## config.mk

```make
export PLATFORM = sky130hd
export DESIGN_NAME = alu_addsub_stage_flat
export DESIGN_NICKNAME = d
export VERILOG_FILES = /design/src/rtl/alu_addsub_if.sv /design/src/rtl/alu_addsub_stage.sv /design/src/flat_wrapper.sv
export SDC_FILE = /design/constraint.sdc
export NUM_CORES = 1
export LEC_CHECK = 0
export BUFFER_PORTS_ARGS = -buffer_cell sky130_fd_sc_hd__buf_4
export CAP_MARGIN = 25
export CORE_ASPECT_RATIO = 1.2
export CORE_MARGIN = 10
export CORE_UTILIZATION = 45
export DETAILED_ROUTE_END_ITERATION = 10
export PLACE_DENSITY = 0.78
export SLEW_MARGIN = 20
export SYNTH_ARGS = -nofsm -noshare
export SYNTH_HDL_FRONTEND = slang
export SYNTH_SLANG_ARGS = --single-unit
```

## constraint.sdc

```tcl
create_clock -name clk -period 2.3 [get_ports clk]
set_input_delay 0.23 -clock clk [delete_from_list [all_inputs] [get_ports clk]]
set_output_delay 0.23 -clock clk [all_outputs]
set_load 0.005 [all_outputs]
```

## src/rtl/alu_addsub_if.sv

```systemverilog
// Handshake and adder-side bundle for the add/subtract staging block.
// The slave modport is the stage itself; master is the environment (upstream, adder, downstream).
interface alu_addsub_if #(
  parameter int WIDTH = 8
);
  logic                    in_valid;
  logic                    in_ready;
  logic [1:0]              in_op;
  logic signed [WIDTH-1:0] in_a;
  logic signed [WIDTH-1:0] in_b;
  logic signed [WIDTH-1:0] add_a;
  logic signed [WIDTH-1:0] add_b;
  logic                    add_cin;
  logic signed [WIDTH-1:0] add_sum;
  logic                    add_cout;
  logic                    out_valid;
  logic                    out_ready;
  logic signed [WIDTH-1:0] out_result;
  logic [3:0]              out_flags;
  logic                    carry_flag;

  modport slave (
    input  in_valid, in_op, in_a, in_b, add_sum, add_cout, out_ready,
    output in_ready, add_a, add_b, add_cin, out_valid, out_result, out_flags, carry_flag
  );

  modport master (
    output in_valid, in_op, in_a, in_b, add_sum, add_cout, out_ready,
    input  in_ready, add_a, add_b, add_cin, out_valid, out_result, out_flags, carry_flag
  );
endinterface

```

## src/rtl/alu_addsub_stage.sv

```systemverilog
// Operand staging and result capture around the external 8-bit CLA adder.
// Conditions ADD/SUB/ADC/SBC operands, captures sum/carry, and produces {N,Z,C,V}.
module alu_addsub_stage #(
  parameter int WIDTH = 8
) (
  input logic         clk,
  input logic         rst,
  alu_addsub_if.slave bus
);
  localparam logic [1:0] OP_ADD = 2'b00;
  localparam logic [1:0] OP_SUB = 2'b01;
  localparam logic [1:0] OP_ADC = 2'b10;
  localparam logic [1:0] OP_SBC = 2'b11;

  typedef enum logic [1:0] {
    IDLE = 2'd0,
    CALC = 2'd1,
    DONE = 2'd2
  } state_t;

  state_t state_q, state_d;

  logic signed [WIDTH-1:0] add_a_q, add_a_d;
  logic signed [WIDTH-1:0] add_b_q, add_b_d;
  logic signed [WIDTH-1:0] result_q, result_d;
  logic                    add_cin_q, add_cin_d;
  logic                    carry_q, carry_d;
  logic [3:0]              flags_q, flags_d;
  logic                    in_ready;
  logic                    out_valid;
  logic                    xfer;

  // V uses the effective (possibly inverted) B, so subtraction overflow falls out of the add rule.
  function automatic logic [3:0] calc_flags(
    input logic signed [WIDTH-1:0] sum,
    input logic signed [WIDTH-1:0] a,
    input logic signed [WIDTH-1:0] b,
    input logic                    cout
  );
    logic n, z, v;
    n = sum[WIDTH-1];
    z = (sum == '0);
    v = (a[WIDTH-1] == b[WIDTH-1]) && (sum[WIDTH-1] != a[WIDTH-1]);
    return {n, z, cout, v};
  endfunction

  always_ff @(posedge clk or posedge rst) begin
    if (rst) begin
      state_q <= IDLE;
    end else begin
      state_q <= state_d;
    end
  end

  always_comb begin
    state_d = state_q;
    unique case (state_q)
      IDLE:    if (xfer) state_d = CALC;
      CALC:    state_d = DONE;
      DONE:    if (bus.out_ready) state_d = bus.in_valid ? CALC : IDLE;
      default: state_d = IDLE;
    endcase
  end

  always_comb begin
    in_ready  = !rst && ((state_q == IDLE) || ((state_q == DONE) && bus.out_ready));
    out_valid = (state_q == DONE);
    xfer      = bus.in_valid && in_ready;
  end

  always_comb begin
    add_a_d   = add_a_q;
    add_b_d   = add_b_q;
    add_cin_d = add_cin_q;
    result_d  = result_q;
    flags_d   = flags_q;
    carry_d   = carry_q;
    if (xfer) begin
      add_a_d = bus.in_a;
      unique case (bus.in_op)
        OP_ADD: begin add_b_d = bus.in_b;  add_cin_d = 1'b0;    end
        OP_SUB: begin add_b_d = ~bus.in_b; add_cin_d = 1'b1;    end
        OP_ADC: begin add_b_d = bus.in_b;  add_cin_d = carry_q; end
        OP_SBC: begin add_b_d = ~bus.in_b; add_cin_d = carry_q; end
        default: ;
      endcase
    end
    // Adder has had a full cycle to settle from the registered operands.
    if (state_q == CALC) begin
      result_d = bus.add_sum;
      flags_d  = calc_flags(bus.add_sum, add_a_q, add_b_q, bus.add_cout);
      carry_d  = bus.add_cout;
    end
  end

  always_ff @(posedge clk or posedge rst) begin
    if (rst) begin
      add_a_q   <= '0;
      add_b_q   <= '0;
      add_cin_q <= 1'b0;
      result_q  <= '0;
      flags_q   <= '0;
      carry_q   <= 1'b0;
    end else begin
      add_a_q   <= add_a_d;
      add_b_q   <= add_b_d;
      add_cin_q <= add_cin_d;
      result_q  <= result_d;
      flags_q   <= flags_d;
      carry_q   <= carry_d;
    end
  end

  assign bus.in_ready   = in_ready;
  assign bus.out_valid  = out_valid;
  assign bus.add_a      = add_a_q;
  assign bus.add_b      = add_b_q;
  assign bus.add_cin    = add_cin_q;
  assign bus.out_result = result_q;
  assign bus.out_flags  = flags_q;
  assign bus.carry_flag = carry_q;
endmodule

```

## src/flat_wrapper.sv

```systemverilog
// flat-port wrapper written by rule: the top's interface ports become plain ports
module alu_addsub_stage_flat 
#(
  parameter int WIDTH = 8
)
  (clk, rst, bus_in_valid, bus_in_op, bus_in_a, bus_in_b, bus_add_sum, bus_add_cout, bus_out_ready, bus_in_ready, bus_add_a, bus_add_b, bus_add_cin, bus_out_valid, bus_out_result, bus_out_flags, bus_carry_flag);
  alu_addsub_if #(.WIDTH(WIDTH)) bus_i ();
  input logic clk;
  input logic rst;
  input wire logic [$bits(bus_i.in_valid)-1:0] bus_in_valid;
  input wire logic [$bits(bus_i.in_op)-1:0] bus_in_op;
  input wire logic [$bits(bus_i.in_a)-1:0] bus_in_a;
  input wire logic [$bits(bus_i.in_b)-1:0] bus_in_b;
  input wire logic [$bits(bus_i.add_sum)-1:0] bus_add_sum;
  input wire logic [$bits(bus_i.add_cout)-1:0] bus_add_cout;
  input wire logic [$bits(bus_i.out_ready)-1:0] bus_out_ready;
  output wire logic [$bits(bus_i.in_ready)-1:0] bus_in_ready;
  output wire logic [$bits(bus_i.add_a)-1:0] bus_add_a;
  output wire logic [$bits(bus_i.add_b)-1:0] bus_add_b;
  output wire logic [$bits(bus_i.add_cin)-1:0] bus_add_cin;
  output wire logic [$bits(bus_i.out_valid)-1:0] bus_out_valid;
  output wire logic [$bits(bus_i.out_result)-1:0] bus_out_result;
  output wire logic [$bits(bus_i.out_flags)-1:0] bus_out_flags;
  output wire logic [$bits(bus_i.carry_flag)-1:0] bus_carry_flag;
  assign bus_i.in_valid = bus_in_valid;
  assign bus_i.in_op = bus_in_op;
  assign bus_i.in_a = bus_in_a;
  assign bus_i.in_b = bus_in_b;
  assign bus_i.add_sum = bus_add_sum;
  assign bus_i.add_cout = bus_add_cout;
  assign bus_i.out_ready = bus_out_ready;
  assign bus_in_ready = bus_i.in_ready;
  assign bus_add_a = bus_i.add_a;
  assign bus_add_b = bus_i.add_b;
  assign bus_add_cin = bus_i.add_cin;
  assign bus_out_valid = bus_i.out_valid;
  assign bus_out_result = bus_i.out_result;
  assign bus_out_flags = bus_i.out_flags;
  assign bus_carry_flag = bus_i.carry_flag;
  alu_addsub_stage #(.WIDTH(WIDTH)) u_core (.clk(clk), .rst(rst), .bus(bus_i));
endmodule
```

==> flow_summary_export.csv <==
group,metric,value,unit
run_status,status,"finished, final reports clean",
min_path,worst_hold_path_type,"in2async",
power_and_ir_drop,p_per_area,1020,nW/µm²
logic_synthesis,synth_area_per_cell,14.5,µm²
power_and_ir_drop,leakagePower,0.925,nW
clock_tree,cts_setup_buffers,0,
route,drc_errors,0,
route,drt-wirelength-per-cell,17.1,µm
layout,seqCellArea,751,µm²
layout,syn_to_final_growth,39.6,%
timing,post-route-period-util,62.8,%
logic_synthesis,syn-cell-area,1320,µm²
timing,maxSlewViolCount,0,
layout,nets,187,
floorplanning,core,2810,µm²
timing,setup_violations,0,
route,dr_wl_met2,1790,µm
clock_tree,clock-sinks,30,
worst_setup_path,worstPathMaxFanout,5,
timing,hold_viol_final,0,
logic_synthesis,synth_seq_area_share,56.8,%
floorplanning,dieWidth,69.5,µm
timing,hold_slack,0.0275,ns
logic_synthesis,synth_top_cell_area_share,56.8,%
floorplanning,start_util,47.0,%
grt,antenna_found_initial,0,
placed_design,dpl.hpwl,2660,µm
logic_synthesis,ys_top_cells_by_area,"dfrtp_1 57%, mux2_2 14%, mux2_4 11%",
placed_design,gp_congestion,0.767,
route,wl_met1,1170,µm
logic_synthesis,synth_edf_count,0,
logic_synthesis,yosys_warnings,0,
grt,grt-ovfl-total,0,
route,vias,950,
route,postRouteAntennaNets,0,
clock_tree,root_buffer,"clkbuf_4",
worst_setup_path,cp.arrival,1.21,ns
timing,worst_pin_slew,0.557,ns
clock_tree,clkTransAtPathRegs,0.08,ns
clock_tree,cts_buffers,5,
floorplanning,die_h,79.4,µm
run,drv_cap,0,
floorplanning,die_area,5520,µm²
route,dr_wl_met3,186,µm
logic_synthesis,ys_ff_latch,30,
floorplanning,io_pins,63,
floorplanning,rows,21,
worst_setup_path,endpoint_kind,"primary output",
logic_synthesis,yosysMostFrequentCell,"dfrtp_1",
timing,rsz0062_at_grt,"false",
grt,grt_pass1_wl,5470,µm
layout,nFillCells,238,
logic_synthesis,yosysUniqueCellTypes,20,
logic_synthesis,netlist_top_cells_count,"30 x dfrtp_1, 17 x mux2_2, 10 x mux2_4",
timing,finClkSkew,0.00396,ns
worst_setup_path,startpoint_type,"register",
timing,relSlewSlack,62.8,%
grt,grt_pass1_vias,1063,
grt,grt_max_degree,31,
worst_setup_path,worstSetupPathType,"reg2out",
power_and_ir_drop,ir_worst_vdd,581,µV
layout,multi_input_area,532,µm²
route,routed.top_layer,"met4",
timing,worst_slack,0.856,ns
worst_setup_path,required,2.07,ns
route,detail_route.vias_per_cell,5.00,
route,first_iter_violations,32,
clock_tree,h-tree-depth,2,
logic_synthesis,async_flop_share,100,%
grt,grtUsageTotal,12.4,%
logic_synthesis,synth_flop_cell,"dfrtp_1",
placed_design,pre_cts_ws,0.899,ns
logic_synthesis,netlist_instances,91,
layout,drive_above_1_share,62.2,%
timing,fin_crit,1.44,ns
placed_design,io_buffer_count,62,
clock_tree,clock_path_buffers,2,
layout,antenna_cells,0,
logic_synthesis,synth_area_leader_cell,"dfrtp_1",
route,drt_wl_total,3260,µm
clock_tree,cts_tree,"yes",
timing,fin_tns_setup,0,ns
clock_tree,insertion_delay,0.33,ns
layout,fin_util,65.7,%
route,firstDrtPassIters,4,
clock_tree,ctsHoldBuffers,0,
logic_synthesis,synth_nets,122,
timing,fmax,693,MHz
clock_tree,cts_resized,0,
==> worst paths after layout <==
check                                   startpoint                       end  slack [ns]  depth (start not counted)
setup / recovery                 u_core.state_q[1]              bus_in_ready        0.86                          3
hold / removal                                 rst       u_core.bus.add_a[4]        0.03                          3
setup reg to reg                 u_core.state_q[0]   u_core.bus.out_flags[3]        0.91                          2
hold reg to reg            u_core.bus.out_flags[2]   u_core.bus.out_flags[2]        0.50                          2
max in group asynchronous                      rst  u_core.bus.out_result[5]        1.99                          3
min in group clk                       bus_in_a[5]       u_core.bus.add_a[5]        0.13                          2
==> layout by cell type (no fill, tap or decap) <==
cell type	count
a21oi_1	1
and3b_1	1
buf_4	63
clkbuf_1	2
clkbuf_4	5
dfrtp_1	30
inv_1	1
mux2_2	17
mux2_4	10
nand2_1	3
nand2b_1	2
nand3_4	1
nor2_1	1
nor2_2	1
nor2b_1	2
nor3_1	2
nor4_1	2
o21ai_0	4
xor2_1	8
==> metal layers <==
metal | vias up | track usage [%]
met5 | - | 0
met4 | 0 | 6.45
met3 | 9 | 4.85
met2 | 36 | 21.3
met1 | 463 | 12.8
li1 | 442 | -
==> through the flow <==
step / std cells / instance area (µm²) / power [W]
after floorplan: 91 / 1320 / 0.00119
after global placement: 183 / 1800 / 0.00160
after detailed placement: 183 / 1800 / 0.00163
after CTS: 190 / 1850 / 0.00192
after global routing: 190 / 1850 / 0.00202
final: 190 / 1850 / 0.00188
==> logic make-up after synthesis <==
family | after synthesis | share of synthesized area [%]
multiplexers | 27 | 25.8
buffers and inverters | 6 | 3.03
flip-flops | 30 | 56.8
XOR/XNOR | 8 | 5.30
AND/OR/NAND/NOR | 15 | 7.19
AO/OA/AOI/OAI | 5 | 1.89
==> worst max-delay path, stage by stage, from the launching register on <==
cell and delay (ns):
dfrtp_1 0.41, nor2b_1 0.16, nor3_1 0.16, buf_4 0.15
==> cell type report <==
cell class / count / area share [%]
repair buffers: 63 / 25.6
well taps: 34 / 2.30
clock buffers: 7 / 2.44
inverters: 1 / 0.203
flip-flops and latches: 30 / 40.7
multi-input cells: 55 / 28.8
==> state kept, by name (all words and copies together), names as in the netlist <==
register and flops:
u_core.state_q 2, u_core.bus.add_cin 1, u_core.bus.add_a 8, u_core.bus.out_flags 4
u_core.bus.add_b 8, u_core.bus.out_result 7
==> report_power, final <==
part           internal (W)  total (W)  leakage (nW)  switching (W)
combinational      0.000504   0.000746         0.542       0.000242
clock              0.000115   0.000281        0.0254       0.000166
sequential         0.000728   0.000852         0.357       0.000124
total               0.00135    0.00188         0.925       0.000532
Note: power is estimated with default switching activity, not from simulation.
